## config.mk

```make
export PLATFORM = sky130hd
export DESIGN_NAME = cmp_set_seq_flat
export DESIGN_NICKNAME = d
export VERILOG_FILES = /design/src/rtl/cmp_set_seq_if.sv /design/src/rtl/cmp_set_seq.sv /design/src/flat_wrapper.sv
export SDC_FILE = /design/constraint.sdc
export NUM_CORES = 1
export LEC_CHECK = 0
export ABC_AREA = 1
export BUFFER_PORTS_ARGS = -buffer_cell sky130_fd_sc_hd__buf_2
export CAP_MARGIN = 20
export CORE_AREA = 2 2 96 98
export CTS_CLUSTER_DIAMETER = 150
export CTS_CLUSTER_SIZE = 14
export DETAILED_ROUTE_END_ITERATION = 6
export DIE_AREA = 0 0 98 100
export PLACE_DENSITY = 0.75
export SLEW_MARGIN = 5
export SYNTH_ARGS = -nofsm -noshare
export SYNTH_HDL_FRONTEND = slang
export SYNTH_SLANG_ARGS = --single-unit
export TNS_END_PERCENT = 1
```

## constraint.sdc

```tcl
create_clock -name clk -period 2.51 [get_ports clk]
set_input_delay 0.251 -clock clk [delete_from_list [all_inputs] [get_ports clk]]
set_output_delay 0.251 -clock clk [all_outputs]
set_load 0.05 [all_outputs]
```

## src/rtl/cmp_set_seq_if.sv

```systemverilog
// Request/response bundle for the sliced set-on-condition compare unit.
interface cmp_set_seq_if #(
  parameter int unsigned WIDTH = 32
);
  logic             start;
  logic [2:0]       op;
  logic [WIDTH-1:0] a;
  logic [WIDTH-1:0] b;
  logic             busy;
  logic             done;
  logic [WIDTH-1:0] result;
  logic             lt;
  logic             eq;
  logic             gt;

  modport master (
    output start, op, a, b,
    input  busy, done, result, lt, eq, gt
  );

  modport slave (
    input  start, op, a, b,
    output busy, done, result, lt, eq, gt
  );
endinterface

```

## src/rtl/cmp_set_seq.sv

```systemverilog
// Multi-cycle set-on-condition unit: compares A and B one CHUNK-bit slice per
// cycle from the top slice down, returning {0.., flag} plus raw lt/eq/gt.
// Signed ordering comes from flipping the sign bit of the top slice only, so
// the compare is exact and never suffers subtraction overflow.
module cmp_set_seq #(
  parameter int unsigned WIDTH      = 32,
  parameter int unsigned CHUNK      = 8,
  parameter bit          EARLY_EXIT = 1'b1
) (
  input logic          clk,
  input logic          rst_n,
  cmp_set_seq_if.slave bus
);

  localparam int unsigned STEPS = WIDTH / CHUNK;
  localparam int unsigned IDX_W = (STEPS > 1) ? $clog2(STEPS) : 1;
  localparam logic [IDX_W-1:0] IDX_TOP = IDX_W'(STEPS - 1);

  localparam logic [1:0] S_IDLE = 2'd0;
  localparam logic [1:0] S_SCAN = 2'd1;
  localparam logic [1:0] S_DONE = 2'd2;

  localparam logic [2:0] OP_SLT  = 3'b000;
  localparam logic [2:0] OP_SLTU = 3'b001;
  localparam logic [2:0] OP_SGT  = 3'b010;
  localparam logic [2:0] OP_SGTU = 3'b011;
  localparam logic [2:0] OP_SEQ  = 3'b100;
  localparam logic [2:0] OP_SNE  = 3'b101;
  localparam logic [2:0] OP_SLE  = 3'b110;
  localparam logic [2:0] OP_SGE  = 3'b111;

  logic [1:0]       r_state, w_state_nxt;
  logic [WIDTH-1:0] r_a, w_a_nxt;
  logic [WIDTH-1:0] r_b, w_b_nxt;
  logic [2:0]       r_op, w_op_nxt;
  logic [IDX_W-1:0] r_idx, w_idx_nxt;
  logic             r_decided, w_decided_nxt;
  logic             r_dlt, w_dlt_nxt;
  logic             r_dgt, w_dgt_nxt;
  logic             r_busy, w_busy_nxt;
  logic             r_done, w_done_nxt;
  logic             r_flag, w_flag_nxt;
  logic             r_lt, w_lt_nxt;
  logic             r_eq, w_eq_nxt;
  logic             r_gt, w_gt_nxt;

  logic [CHUNK-1:0] w_sa, w_sb;
  logic [CHUNK-1:0] w_flip;
  logic [CHUNK-1:0] w_ca, w_cb;
  logic             w_signed;
  logic             w_slc_lt, w_slc_gt, w_diff;
  logic             w_fin_lt, w_fin_gt, w_fin_eq;
  logic             w_fin_flag;
  logic             w_last;

  // Select the slice currently addressed by the scan index.
  always_comb begin
    w_sa = '0;
    w_sb = '0;
    for (int unsigned i = 0; i < STEPS; i++) begin
      if (r_idx == IDX_W'(i)) begin
        w_sa = r_a[i*CHUNK +: CHUNK];
        w_sb = r_b[i*CHUNK +: CHUNK];
      end
    end
  end

  // Slice compare; the top slice of a signed op gets its sign bit inverted.
  always_comb begin
    w_signed   = (r_op == OP_SLT) || (r_op == OP_SGT) ||
                 (r_op == OP_SLE) || (r_op == OP_SGE);
    w_flip     = CHUNK'((w_signed && (r_idx == IDX_TOP)) ? 1 : 0) << (CHUNK - 1);
    w_ca       = w_sa ^ w_flip;
    w_cb       = w_sb ^ w_flip;
    w_slc_lt   = (w_ca < w_cb);
    w_slc_gt   = (w_ca > w_cb);
    w_diff     = (w_ca != w_cb);
    w_fin_lt   = r_decided ? r_dlt : w_slc_lt;
    w_fin_gt   = r_decided ? r_dgt : w_slc_gt;
    w_fin_eq   = !(r_decided || w_diff);
    w_last     = (EARLY_EXIT && w_diff) || (r_idx == '0);
    w_fin_flag = 1'b0;
    case (r_op)
      OP_SLT, OP_SLTU: w_fin_flag = w_fin_lt;
      OP_SGT, OP_SGTU: w_fin_flag = w_fin_gt;
      OP_SEQ:          w_fin_flag = w_fin_eq;
      OP_SNE:          w_fin_flag = !w_fin_eq;
      OP_SLE:          w_fin_flag = w_fin_lt || w_fin_eq;
      OP_SGE:          w_fin_flag = w_fin_gt || w_fin_eq;
      default:         w_fin_flag = 1'b0;
    endcase
  end

  // Next-state and next-output logic; IDLE and DONE both accept a new request.
  always_comb begin
    w_state_nxt   = r_state;
    w_a_nxt       = r_a;
    w_b_nxt       = r_b;
    w_op_nxt      = r_op;
    w_idx_nxt     = r_idx;
    w_decided_nxt = r_decided;
    w_dlt_nxt     = r_dlt;
    w_dgt_nxt     = r_dgt;
    w_busy_nxt    = 1'b0;
    w_done_nxt    = 1'b0;
    w_flag_nxt    = r_flag;
    w_lt_nxt      = r_lt;
    w_eq_nxt      = r_eq;
    w_gt_nxt      = r_gt;
    case (r_state)
      S_IDLE, S_DONE: begin
        if (bus.start) begin
          w_a_nxt       = bus.a;
          w_b_nxt       = bus.b;
          w_op_nxt      = bus.op;
          w_idx_nxt     = IDX_TOP;
          w_decided_nxt = 1'b0;
          w_dlt_nxt     = 1'b0;
          w_dgt_nxt     = 1'b0;
          w_busy_nxt    = 1'b1;
          w_state_nxt   = S_SCAN;
        end else begin
          w_state_nxt   = S_IDLE;
        end
      end
      S_SCAN: begin
        w_busy_nxt = 1'b1;
        if (w_diff && !r_decided) begin
          w_decided_nxt = 1'b1;
          w_dlt_nxt     = w_slc_lt;
          w_dgt_nxt     = w_slc_gt;
        end
        if (w_last) begin
          w_state_nxt = S_DONE;
          w_busy_nxt  = 1'b0;
          w_done_nxt  = 1'b1;
          w_flag_nxt  = w_fin_flag;
          w_lt_nxt    = w_fin_lt;
          w_eq_nxt    = w_fin_eq;
          w_gt_nxt    = w_fin_gt;
        end else begin
          w_idx_nxt   = r_idx - IDX_W'(1);
        end
      end
      default: begin
        w_state_nxt = S_IDLE;
      end
    endcase
  end

  // State, operand and output registers.
  always_ff @(posedge clk or negedge rst_n) begin
    if (!rst_n) begin
      r_state   <= S_IDLE;
      r_a       <= '0;
      r_b       <= '0;
      r_op      <= '0;
      r_idx     <= '0;
      r_decided <= 1'b0;
      r_dlt     <= 1'b0;
      r_dgt     <= 1'b0;
      r_busy    <= 1'b0;
      r_done    <= 1'b0;
      r_flag    <= 1'b0;
      r_lt      <= 1'b0;
      r_eq      <= 1'b0;
      r_gt      <= 1'b0;
    end else begin
      r_state   <= w_state_nxt;
      r_a       <= w_a_nxt;
      r_b       <= w_b_nxt;
      r_op      <= w_op_nxt;
      r_idx     <= w_idx_nxt;
      r_decided <= w_decided_nxt;
      r_dlt     <= w_dlt_nxt;
      r_dgt     <= w_dgt_nxt;
      r_busy    <= w_busy_nxt;
      r_done    <= w_done_nxt;
      r_flag    <= w_flag_nxt;
      r_lt      <= w_lt_nxt;
      r_eq      <= w_eq_nxt;
      r_gt      <= w_gt_nxt;
    end
  end

  assign bus.busy   = r_busy;
  assign bus.done   = r_done;
  assign bus.result = {{(WIDTH-1){1'b0}}, r_flag};
  assign bus.lt     = r_lt;
  assign bus.eq     = r_eq;
  assign bus.gt     = r_gt;

endmodule

```

## src/flat_wrapper.sv

```systemverilog
// flat-port wrapper written by rule: the top's interface ports become plain ports
module cmp_set_seq_flat 
#(
  parameter int unsigned WIDTH      = 32,
  parameter int unsigned CHUNK      = 8,
  parameter bit          EARLY_EXIT = 1'b1
)
  (clk, rst_n, bus_start, bus_op, bus_a, bus_b, bus_busy, bus_done, bus_result, bus_lt, bus_eq, bus_gt);
  cmp_set_seq_if #(.WIDTH(WIDTH)) bus_i ();
  input logic clk;
  input logic rst_n;
  input wire logic [$bits(bus_i.start)-1:0] bus_start;
  input wire logic [$bits(bus_i.op)-1:0] bus_op;
  input wire logic [$bits(bus_i.a)-1:0] bus_a;
  input wire logic [$bits(bus_i.b)-1:0] bus_b;
  output wire logic [$bits(bus_i.busy)-1:0] bus_busy;
  output wire logic [$bits(bus_i.done)-1:0] bus_done;
  output wire logic [$bits(bus_i.result)-1:0] bus_result;
  output wire logic [$bits(bus_i.lt)-1:0] bus_lt;
  output wire logic [$bits(bus_i.eq)-1:0] bus_eq;
  output wire logic [$bits(bus_i.gt)-1:0] bus_gt;
  assign bus_i.start = bus_start;
  assign bus_i.op = bus_op;
  assign bus_i.a = bus_a;
  assign bus_i.b = bus_b;
  assign bus_busy = bus_i.busy;
  assign bus_done = bus_i.done;
  assign bus_result = bus_i.result;
  assign bus_lt = bus_i.lt;
  assign bus_eq = bus_i.eq;
  assign bus_gt = bus_i.gt;
  cmp_set_seq #(.WIDTH(WIDTH), .CHUNK(CHUNK), .EARLY_EXIT(EARLY_EXIT)) u_core (.clk(clk), .rst_n(rst_n), .bus(bus_i));
endmodule
```

### Word level (Yosys, flattened, before mapping)

Index checks and enable logic that the tools add are counted.
Widths: inputs -> output; s select.

* ROM bits: 0
* RAM bits: 0
* bits in latches: 0
* memories: 0
* register bits after elaboration: 80
* logic and storage cells: 88
* output and inout bits: 37

* magnitude comparators: 2
* divide/modulo/power cells: 0
* $mul: 0
* $add $sub $neg: 1
* equality and inequality tests: 17
* mux-type cells: 30
* reductions and logical operators: 22
* shift operators: 0
* bitwise logic cells: 2

Operator list (number)
* $mux 8: 8
* $xor 8x8->8: 2
* $eq 3x3->1 const B: 4
* $mux 1: 12
* $gt 8x8->1: 1
* $lt 8x8->1: 1
* $ne 8x8->1: 1
* $pmux 1 s2: 4
* $pmux 2 s2: 2
* $logic_or 1x1->1: 7
* $eq 2x2->1 const B: 3
* $eq 3x2->1 const B: 2
* $mux 2: 3
* $pmux 1 s6: 1
* $reduce_and 3->1: 2
* $reduce_or 2->1: 3
* $eq 2x1->1 const B: 2
* $logic_not 2->1: 2
* $ne 2x1->1 const B: 2
* $ne 2x2->1 const B: 2
* $reduce_and 2->1: 2
* $eq 3x1->1 const B: 1
* $logic_not 3->1: 1
* $logic_and 1x1->1: 2
* other kinds (3): 4

### Logic depth before layout (Yosys ltp)

* depth in word-level cells: 12
* gate-level depth with buffers: 24
* depth with buffers taken out: 23

### Least setup slack after synthesis

Ideal clock, no wire load.

* path type: register to register
* start: register u_core.r_idx[1]
* end: register u_core.r_flag
* path buffers: 2
* period minus slack after synthesis: 2.544 ns
* setup slack: -0.034 ns
* stages on the path, launching flop included: 22
* arrival time: 2.428 ns
* setup time: 0.116 ns
* path through: dfrtp_1 -> inv_1 -> ha_1 -> buf_2 -> inv_1 -> nand2_1 -> inv_2 -> buf_4 -> a221oi_1 -> o31ai_1 -> ha_1 -> nand2_2 -> nor2_4 -> nand2_2 -> nor2_4 -> nand2_4 -> nand2_4 -> inv_4 -> nand2_2 -> nand2_1 -> nand2_1 -> nand2_1

* longest elaborated chain between the ends: 11
* elaborated cells on any way between the ends: 28
* classes of those cells: order compare (2); eq/ne (4); mux (12); bitwise (2); reduce/logical (8)

RTL lines
* start, declared: line cmp_set_seq.sv:36 `logic [IDX_W-1:0] r_idx, w_idx_nxt;`
* start signal, assigned: line cmp_set_seq.sv:173 `r_idx <= w_idx_nxt;`
* parallel branches: the longest is 11 deep, another holds $gt 8x8->1
* end signal, assigned: line cmp_set_seq.sv:179 `r_flag <= w_flag_nxt;`
* end, declared: line cmp_set_seq.sv:42 `logic r_flag, w_flag_nxt;`

Parallel ways; which one is timed is not known.
A chain may end at the register's enable or synchronous reset.

### Final worst setup path

Same ends and word-level chain as after synthesis.

==> metrics.csv <==
metric,value,unit
status,"complete, but fails checks",
failing checks,negative setup slack,
worst-case clock buffer depth,2,
number of max-cap violations,0,
GRT Total Usage,0.2061,
post-place setup slack,-0.1459,ns
largest net degree at the start of global routing,81,
Die W,98,um
Synth-to-Final Area Change,22.52,%
compound-cell area share of the yosys netlist,0.1009,
Final Cycle Share,1.074,
I/O Pins,107,
Synth Area in Simple Gates,0.2665,
CTS Buf Count,9,
static leakage,2.731,nW
# setup viols final,12,
total wire length,9.683,mm
initial antenna violation count,0,
"commonest non-fill, non-tap cell in the layout",nand2_1,
core box area,8890,um2
Worst EP arrival,2.95,ns
share of layout cells above drive strength 1,0.2883,
"FF+latch count, synth",80,
Syn Std Cell Area,4094,um2
CTS Sinks,80,
Clock Latency Late Sink,0.36,ns
Min-Delay Path Class,in -> async,
slack of the critical path,-0.1859,ns
max_slew headroom,0.3343,
Slew Limit Fails,0,
pwr dens,702.1,nW/um2
Synth Instances,508,
maximum VDD drop,0.2977,mV
setup TNS,-1.227,ns
DP HPWL,6.707,mm
"Reg clk slew, reported paths",0.08,ns
yosys warns,0,
layout net count,685,
grt ovf,0,
finished layout cell area,5016,um2
CTS tree,built,
Worst Skew,0.007415,ns
# fillers,791,
first-pass GRT wire length,16.08,mm
routed via count,3496,
worst slew pin tran,0.9985,ns
main combinational cell family by area after synthesis,simple AND/OR/NAND/NOR gates,
Synth Area in XOR/XNOR,0.002139,
"Distinct cells, synth",32,
drt wl/cell,13.49,um
sequential-to-total area share from yosys stat,0.4890,
H-tree depth,3,
final worst path period need,2.696,ns
vias per cell,4.869,
Routability Congestion,0.9096,
post-route insts no fill,718,
fmax,370.9,MHz
crit end category,register,
Post-DP Area,4592,um2
die area,9800,um2
TritonRoute pass-1 iters,4,
maximum fanout along the worst path,6,
Clk Tree Root Cell,clkbuf_8,
syn avg cell area,8.059,um2
WHS,0.04105,ns
sequential standard cell area,2003,um2
diode count,0,
Adder-Cell Fraction of Synth Area,0.03667,
unrepaired setup endpoints after global routing,yes,
most frequent cells in the layout,"nand2_1 (234), dfrtp_1 (79), buf_2 (74)",
DRC viols,0,
Die Y,100,um
IO buf count,75,
hold bufs inserted after CTS,0,
Multi-input gate area,1958,um2
Final Hold Fails,0,
initial core utilization,0.4605,
multiplexer share of the synthesized area,0,
CP Class,reg -> reg,
drt initial violations,216,
vias in the first global route,3457,
placed cells,698,
critical path launch point type,register,
Critical Path RT,2.76,ns
site row count,35,
Post-DRT Antenna Nets,0,
-- flip-flops by register name (all words and copies together) (netlist names) --
name              count
u_core.bus.busy       1
u_core.bus.done       1
u_core.bus.eq         1
u_core.bus.gt         1
u_core.bus.lt         1
u_core.r_a           32
u_core.r_b           32
u_core.r_decided      1
u_core.r_dgt          1
u_core.r_dlt          1
u_core.r_flag         1
u_core.r_idx          2
u_core.r_op           3
u_core.r_state        2
-- layer usage --
| layer | up-vias | share of wire | global-route usage |
|---|---|---|---|
| met5 | - | 0 | 0 |
| met4 | 0 | 0.021 | 0.06838 |
| met3 | 18 | 0.065 | 0.05641 |
| met2 | 109 | 0.51 | 0.3525 |
| met1 | 1640 | 0.41 | 0.2547 |
| li1 | 1729 | - | - |
-- logic make-up (layout without fill, tap and decap cells) --
logic type               count (synthesis)  after routing
XOR/XNOR                                 1              1
adder cells (fa/ha/maj)                 12             12
AO/OA/AOI/OAI                           69             69
AND/OR/NAND/NOR                        271            271
buffers and inverters                   74            143
flip-flops                              80             80
other                                    1             31
-- metrics by stage --
stage | util | power [mW]
6_report | 0.5643 | 3.522
3_3_place_gp | 0.5165 | 2.533
4_1_cts | 0.5590 | 3.520
2_1_floorplan | - | 2.325
3_5_place_dp | 0.5165 | 2.557
5_1_grt | 0.5643 | 3.743
-- power breakdown --
part	internal (mW)	switching (mW)	leakage (nW)
registers	1.49	0.150	0.980
logic	0.331	0.641	1.66
clock network	0.450	0.462	0.0948
total	2.27	1.25	2.73
-- final cells by class --
cell class | count | area share
Tap cell | 111 | 0.02769
Clock buffer | 9 | 0.02469
Timing Repair Buffer | 108 | 0.1285
Timing Repair inverter | 1 | 0.001497
Multi-Input combinational cell | 384 | 0.3904
Sequential cell | 80 | 0.3994
Clock inverter | 6 | 0.01222
Inverter | 19 | 0.01571
-- worst max-delay path, cell delays in order (launching register included) --
cell and delay [ns]:
dfrtp_1 0.39, inv_2 0.11, ha_4 0.16, inv_2 0.05
nand2_4 0.09, clkinvlp_4 0.18, a22oi_1 0.25, nand2_1 0.07
o21ai_0 0.07, a21oi_1 0.11, ha_1 0.31, nand2_2 0.07
nor2_4 0.17, nand2_2 0.08, nor2_4 0.10, nand2_4 0.07
nand2_4 0.07, inv_4 0.05, nand2_2 0.07, nand2_1 0.05
nand2_1 0.06, nand2_1 0.04
-- Yosys cell counts, drive strengths merged --
library cell    n  area share
buf            50       0.081
o31ai           3      0.0055
a21boi          1      0.0018
nor2           17       0.025
o211ai          1      0.0018
ha             12       0.037
a31oi           2      0.0031
nand3           6      0.0073
o21bai          1      0.0018
xnor2           1      0.0021
nand2         247        0.23
a221oi          3      0.0064
inv            19       0.018
a21oi          21       0.026
clkbuf          5      0.0046
dfrtp          80        0.49
conb            1     0.00092
a21o            1      0.0021
a31o            1      0.0021
o21ai          24       0.030
a22oi          11       0.020
nand4           1      0.0015
-- path summary, 6_finish.rpt --
check,startpoint,end,slack [ns],depth (start not counted)
max,u_core.r_idx[1],u_core.r_flag,-0.19,21
min,rst_n,u_core.r_a[5],0.04,1
max reg2reg,u_core.r_idx[1],u_core.r_flag,-0.19,21
min reg2reg,u_core.bus.eq,u_core.bus.eq,0.48,2
max in group asynchronous,rst_n,u_core.r_idx[0],1.74,1
min in group clk,bus_a[5],u_core.r_a[5],0.08,3
-- what timing repair did --
item | in CTS | in global routing
pin swaps | 14 | 13
resized for setup | 39 | 11
cloned | 1 | 0
setup buffers | 4 | 1
endpoints found under the setup margin | 10 | 13
Note: power is estimated with default switching activity, not from simulation.
